[config.mk]
export PLATFORM = sky130hd
export DESIGN_NAME = fetch_unit
export DESIGN_NICKNAME = d
export VERILOG_FILES = /design/src/rtl/fetch_unit.sv
export SDC_FILE = /design/constraint.sdc
export NUM_CORES = 1
export LEC_CHECK = 0
export CAP_MARGIN = 25
export CORE_MARGIN = 4
export CORE_UTILIZATION = 60
export DETAILED_ROUTE_END_ITERATION = 8
export DONT_BUFFER_PORTS = 1
export GPL_TIMING_DRIVEN = 0
export PLACE_DENSITY = 0.88
export SLEW_MARGIN = 20
export SYNTH_ARGS = -nofsm -noshare
export SYNTH_HDL_FRONTEND = slang
export SYNTH_SLANG_ARGS = --single-unit
export TNS_END_PERCENT = 100
[constraint.sdc]
create_clock -name clk_i -period 2.63 [get_ports clk_i]
set_clock_uncertainty 0.15 [all_clocks]
set_input_delay 0.263 -clock clk_i [delete_from_list [all_inputs] [get_ports clk_i]]
set_output_delay 0.263 -clock clk_i [all_outputs]
set_load 0.01 [all_outputs]
[src/rtl/fetch_unit.sv]
`default_nettype none
// ============================================================================
// Module      : fetch_unit
// Description : Instruction fetch stage. Issues one instruction-memory request
//               at a time, presents fetched words on registered outputs and
//               parks one word in a skid buffer when the consumer stalls.
//               Handles redirects that arrive with or without a pending
//               memory response.
//               Optional feature: define FETCH_MISALIGN_CHK_EN to halt fetch
//               on a redirect to a non-word-aligned target.
// Revision    : 1.0 - initial release
// ============================================================================
module fetch_unit #(
    parameter logic [31:0] RESET_PC = 32'h0000_0000
) (
    input  logic        clk_i,
    input  logic        rst_i,
    input  logic        pc_sel_i,
    input  logic [31:0] alu_target_i,
    input  logic        stall_i,
    output logic        imem_req_o,
    output logic [31:0] imem_addr_o,
    input  logic        imem_ack_i,
    input  logic [31:0] imem_rdata_i,
    output logic [31:0] inst_o,
    output logic [31:0] pc_o,
    output logic [31:0] pc4_o,
    output logic        inst_valid_o,
    output logic        misalign_o
);

    localparam logic [1:0]  c_st_fetch = 2'd0;
    localparam logic [1:0]  c_st_full  = 2'd1;
    localparam logic [1:0]  c_st_flush = 2'd2;
    localparam logic [1:0]  c_st_halt  = 2'd3;

    localparam logic [31:0] c_nop      = 32'h0000_0013;
    localparam logic [31:0] c_pc_step  = 32'd4;

    // Registered state
    logic [1:0]  r_state;
    logic [31:0] r_fetch_pc;
    logic [31:0] r_redir_pc;
    logic        r_halt_pend;
    logic [31:0] r_inst;
    logic [31:0] r_pc;
    logic        r_valid;
    logic [31:0] r_skid_inst;
    logic [31:0] r_skid_pc;
    logic        r_skid_valid;

    // Next-state values
    logic [1:0]  w_state_nxt;
    logic [31:0] w_fetch_pc_nxt;
    logic [31:0] w_redir_pc_nxt;
    logic        w_halt_pend_nxt;
    logic [31:0] w_inst_nxt;
    logic [31:0] w_pc_nxt;
    logic        w_valid_nxt;
    logic [31:0] w_skid_inst_nxt;
    logic [31:0] w_skid_pc_nxt;
    logic        w_skid_valid_nxt;
    logic        w_misalign_nxt;
    logic        w_req;

    // Handshake qualifiers
    logic        w_consume;
    logic        w_redirect;
    logic [31:0] w_target;
    logic        w_target_bad;

    assign w_consume  = r_valid & ~stall_i;
    assign w_redirect = w_consume & pc_sel_i;

`ifdef FETCH_MISALIGN_CHK_EN
    assign w_target     = alu_target_i;
    assign w_target_bad = |alu_target_i[1:0];
`else
    // Low target bits are dropped so every redirect lands on a word boundary.
    logic w_unused_target_lsbs;
    assign w_unused_target_lsbs = ^alu_target_i[1:0];
    assign w_target             = {alu_target_i[31:2], 2'b00};
    assign w_target_bad         = 1'b0;
`endif

    // Next-state and request decode for the fetch FSM and its datapath
    always_comb begin
        w_state_nxt      = r_state;
        w_fetch_pc_nxt   = r_fetch_pc;
        w_redir_pc_nxt   = r_redir_pc;
        w_halt_pend_nxt  = r_halt_pend;
        w_inst_nxt       = r_inst;
        w_pc_nxt         = r_pc;
        w_valid_nxt      = r_valid;
        w_skid_inst_nxt  = r_skid_inst;
        w_skid_pc_nxt    = r_skid_pc;
        w_skid_valid_nxt = r_skid_valid;
        w_misalign_nxt   = 1'b0;
        w_req            = 1'b0;

        case (r_state)
            c_st_fetch: begin
                w_req = 1'b1;
                if (w_redirect) begin
                    w_valid_nxt = 1'b0;
                    if (imem_ack_i) begin
                        // Response arrives with the redirect: drop the word.
                        if (w_target_bad) begin
                            w_state_nxt    = c_st_halt;
                            w_misalign_nxt = 1'b1;
                        end else begin
                            w_fetch_pc_nxt = w_target;
                        end
                    end else begin
                        // Request still outstanding: finish it, then jump.
                        w_redir_pc_nxt  = w_target;
                        w_halt_pend_nxt = w_target_bad;
                        w_state_nxt     = c_st_flush;
                    end
                end else if (imem_ack_i) begin
                    w_fetch_pc_nxt = r_fetch_pc + c_pc_step;
                    if (!r_valid || w_consume) begin
                        w_inst_nxt  = imem_rdata_i;
                        w_pc_nxt    = r_fetch_pc;
                        w_valid_nxt = 1'b1;
                    end else begin
                        // Output slot occupied and held: park the word.
                        w_skid_inst_nxt  = imem_rdata_i;
                        w_skid_pc_nxt    = r_fetch_pc;
                        w_skid_valid_nxt = 1'b1;
                        w_state_nxt      = c_st_full;
                    end
                end else if (w_consume) begin
                    w_valid_nxt = 1'b0;
                end
            end

            c_st_full: begin
                if (w_redirect) begin
                    w_skid_valid_nxt = 1'b0;
                    w_valid_nxt      = 1'b0;
                    if (w_target_bad) begin
                        w_state_nxt    = c_st_halt;
                        w_misalign_nxt = 1'b1;
                    end else begin
                        w_fetch_pc_nxt = w_target;
                        w_state_nxt    = c_st_fetch;
                    end
                end else if (w_consume) begin
                    w_inst_nxt       = r_skid_inst;
                    w_pc_nxt         = r_skid_pc;
                    w_skid_valid_nxt = 1'b0;
                    w_state_nxt      = c_st_fetch;
                end
            end

            c_st_flush: begin
                // Address stays on the abandoned fetch until memory answers.
                w_req = 1'b1;
                if (imem_ack_i) begin
                    w_halt_pend_nxt = 1'b0;
                    if (r_halt_pend) begin
                        w_state_nxt    = c_st_halt;
                        w_misalign_nxt = 1'b1;
                    end else begin
                        w_fetch_pc_nxt = r_redir_pc;
                        w_state_nxt    = c_st_fetch;
                    end
                end
            end

            c_st_halt: begin
                w_valid_nxt      = 1'b0;
                w_skid_valid_nxt = 1'b0;
            end

            default: begin
                w_state_nxt = c_st_fetch;
            end
        endcase
    end

    // State and datapath registers; reset abandons any in-flight request
    always_ff @(posedge clk_i) begin
        if (rst_i) begin
            r_state      <= c_st_fetch;
            r_fetch_pc   <= RESET_PC;
            r_redir_pc   <= RESET_PC;
            r_halt_pend  <= 1'b0;
            r_inst       <= c_nop;
            r_pc         <= RESET_PC;
            r_valid      <= 1'b0;
            r_skid_inst  <= c_nop;
            r_skid_pc    <= RESET_PC;
            r_skid_valid <= 1'b0;
        end else begin
            r_state      <= w_state_nxt;
            r_fetch_pc   <= w_fetch_pc_nxt;
            r_redir_pc   <= w_redir_pc_nxt;
            r_halt_pend  <= w_halt_pend_nxt;
            r_inst       <= w_inst_nxt;
            r_pc         <= w_pc_nxt;
            r_valid      <= w_valid_nxt;
            r_skid_inst  <= w_skid_inst_nxt;
            r_skid_pc    <= w_skid_pc_nxt;
            r_skid_valid <= w_skid_valid_nxt;
        end
    end

`ifdef FETCH_MISALIGN_CHK_EN
    logic r_misalign;

    // Sticky misalign flag, cleared only by reset
    always_ff @(posedge clk_i) begin
        if (rst_i) begin
            r_misalign <= 1'b0;
        end else if (w_misalign_nxt) begin
            r_misalign <= 1'b1;
        end
    end

    assign misalign_o = r_misalign;
`else
    logic w_unused_misalign;
    assign w_unused_misalign = w_misalign_nxt;
    assign misalign_o        = 1'b0;
`endif

    assign imem_req_o   = w_req;
    assign imem_addr_o  = r_fetch_pc;
    assign inst_o       = r_inst;
    assign pc_o         = r_pc;
    assign pc4_o        = r_pc + c_pc_step;
    assign inst_valid_o = r_valid;

endmodule
`default_nettype wire

==> results.md <==
* Overall Global Routing Usage at 32.1%
* IO Pins at 200
* Ys flop type: dfxtp_1
* P&R area growth vs syn at 18.3%
* PortBufs at 0
* Gate power share at 31.1%
* Routed wire length at 28.8 mm
* Synth unique cells at 79
* Core area at 14800 um2
* Detail Route Antenna Nets at 0
* Placed Instances at 1291
* Asr flop ratio synth at 0%
* Die area at 17300 um2
* # rows at 44
* Post-Synthesis Cells at 1101
* Slew of the pin with the lowest slew margin at 787 ps
* GRT overflow at 0
* Die width at 131 um
* Synth Area in XOR/XNOR at 2.68%
* N_diodes at 0
* Largest family of logic cells by synthesized area: simple AND/OR/NAND/NOR gates
* First-pass GRT wire length at 44.9 mm
* CTS tree: built
* Hold Crit Start: imem_rdata_i[31]
* Mean Syn Cell Area at 8.30 um2
* Sequential Power Share at 42.0%
* Initial antenna violation count at 1
* TritonCTS Buffers at 17
* Status: completed
* Share of post-route cells with drive strength above 1 at 12.7%
* Synth Area in Adders at 0.958%
* Pint at 5.82 mW
* Post-synthesis mux area share at 7.89%
* Gp weighted congestion at 0.982
* Crit start category: flop
* P_leak at 3.83 nW
* Seq/Total Area, Yosys at 41.0%
* Required @ worst endpoint at 2220 ps
* Setup crit start: pc_o[7]
* Initial DRC count at 1059
* Clk slew on worst S/H paths at 70 ps
* CTS H-tree depth at 4
* Crit-path max FO at 7
* # nets final at 1268
* Power, Total at 9.59 mW
* Sw frac at 39.3%
* Via count at 8907
* Final Hold Fails at 0
* Final Non-Filler Cells at 1389
* Number of global-route vias before repair at 8451
* Mapped Area at 9140 um2
* Flip-flop and latch count after synthesis at 187
* Vias per cell at 6.41
* Fin util at 73.3%
* Pre-Repair DR Iteration Count at 8
* Ys Warns at 0
* Max_slew headroom at 47.5%
* CTS sink count at 187
* Nature of the critical path endpoint: primary output
* Initial core utilization at 61.9%
* Complex-gate fraction of the synthesized area at 18.8%
* Final hold slack at 29.9 ps
* Unrepaired setup endpoints after global routing: false
* NetSw at 3.77 mW
* Clk pwr share at 26.9%
* Worst-skew pair later-pin latency at 440 ps
* Final Critical Period at 2520 ps
* DR DRC count at 0
* Setup violators final at 0
* Fin. max-slew vios at 0
* Post-synth EDFFs at 0
* Longest Clk Path Bufs at 2
* DP HPWL at 19.4 mm
* Final period util at 96.0%
* Power Dens Cells at 887 nW/um2
* Routed len/inst at 20.7 um
* Simple-gate area share of the yosys netlist at 22.4%
* Cell area after layout at 10800 um2
* Max_cap viols at 0
* Clock root cell: clkbuf_16
* Largest net degree at the start of global routing at 19
* Hold Path Class: in -> reg
* Highest clock rate at 396 MHz
* VDD IR-drop max at 0.567 mV
* Post-DP Area at 9390 um2
* Die span in y at 131 um
* CP arrival at 2110 ps
* Worst r2r src: r_state[1]
* Setup CP Type: reg -> out
==> what timing repair did <==
action,4_1_cts,5_1_grt
gates resized for setup,28,28
pin swaps,3,6
hold buffers,63,0
buffers inserted,2,2
endpoints found under the hold margin,104,0
endpoints found under the setup margin,60,61
==> path summary, 6_finish.rpt <==
| kind | to | slack (ps) | depth (start not counted) |
|---|---|---|---|
| max | pc4_o[19] | 110 | 4 |
| min | inst_o[31] | 30 | 2 |
| max reg2reg | imem_addr_o[6] | 110 | 9 |
| min reg2reg | r_skid_pc[13] | 310 | 2 |
==> cell families (layout without fill, tap and decap cells) <==
logic type,count (synthesis),in the layout
AND/OR/NAND/NOR,436,436
AO/OA/AOI/OAI,262,262
flip-flops,187,187
other,1,7
multiplexers,72,72
adder cells (fa/ha/maj),7,7
XOR/XNOR,28,28
buffers and inverters,108,206
==> state kept, by name, summed over array words and instances, names as in the netlist <==
register      count
r_skid_pc        30
imem_addr_o      30
inst_valid_o      1
r_redir_pc       30
pc_o             30
inst_o           32
r_skid_inst      32
r_state           2
==> metrics by stage <==
step                      worst slack [ps]  TNS [ps]
final                                  106         0
after floorplan                        299         0
after global placement               -10.9     -10.9
after global routing                  4.47         0
after detailed placement             -87.6      -785
after CTS                             1.57         0
==> critical path, stage by stage, from the launching register on <==
cell	delay, ps
dfxtp_2	420
nand4_1	190
or3_4	430
nor4_2	300
xor2_1	340
==> per-layer routing <==
metal  wire length (um)  track usage (%)  up-vias
met4               1240             15.4        2
li1                   -                -     4062
met5                 13                0        -
met1              10900             39.9     4152
met2              13400             51.7      575
met3               3210             9.02      116
==> synthesized netlist by cell type, drive strengths merged (3+ instances only) <==
cell type    n  area share [%]
nand4       18             1.6
nand3       27             1.6
nor3        12            0.66
inv         10            0.41
a211oi      63             5.2
nor2        97             4.0
nand3b       6            0.53
dfxtp      187              41
and3        12            0.84
a221oi       4            0.45
a311oi       5            0.48
nand2      218             9.0
clkbuf      53             2.5
a22oi        4            0.33
mux2i       72             7.9
a21oi      112             6.1
o32ai        3            0.37
nor4        13             1.4
or2          4            0.30
xor2         7            0.67
a221o        5            0.55
a22o        10            0.96
a222oi       6            0.66
o22ai        5            0.34
ha           7            0.96
buf         45             3.3
nor2b        3            0.21
and2         6            0.42
nand2b       5            0.34
a21o         3            0.26
a31oi        5            0.34
o21ai       19             1.0
and4         4            0.40
xnor2       21             2.0
a2bb2oi      3            0.29
==> layout by cell type (no fill, tap or decap), types with 10 or more instances in the layout <==
| cell type | n |
|---|---|
| nand2_1 | 217 |
| dfxtp_1 | 168 |
| a21oi_1 | 111 |
| nor2_1 | 92 |
| mux2i_1 | 72 |
| a211oi_1 | 63 |
| dlygate4sd3_1 | 63 |
| clkbuf_1 | 43 |
| nand3_1 | 26 |
| buf_2 | 22 |
| dfxtp_2 | 19 |
| clkbuf_16 | 17 |
| o21ai_0 | 16 |
| nand4_1 | 15 |
| buf_4 | 15 |
| xnor2_1 | 13 |
| and3_1 | 11 |
| inv_1 | 10 |
| buf_6 | 10 |
| nor3_1 | 10 |
| a22o_1 | 10 |
==> layout make-up <==
type	instances	area, um2
Fill cell	1066	3940
Clock buffer	18	439
Buffer	97	552
Sequential cell	187	3770
Clock inverter	14	150
Inverter	10	37.5
Multi-Input combinational cell	812	4970
Tap cell	184	230
Timing Repair Buffer	67	673
==> power by group through the flow <==
stage / clock network [mW] / logic, mW / registers (mW)
after CTS: 2.58 / 2.82 / 4.00
after floorplan: 0 / 2.10 / 3.83
after global routing: 2.70 / 3.22 / 4.08
after global placement: 0 / 2.60 / 4.02
after detailed placement: 0 / 2.68 / 4.04
final: 2.58 / 2.98 / 4.03
(Power assumes the default switching activity.)
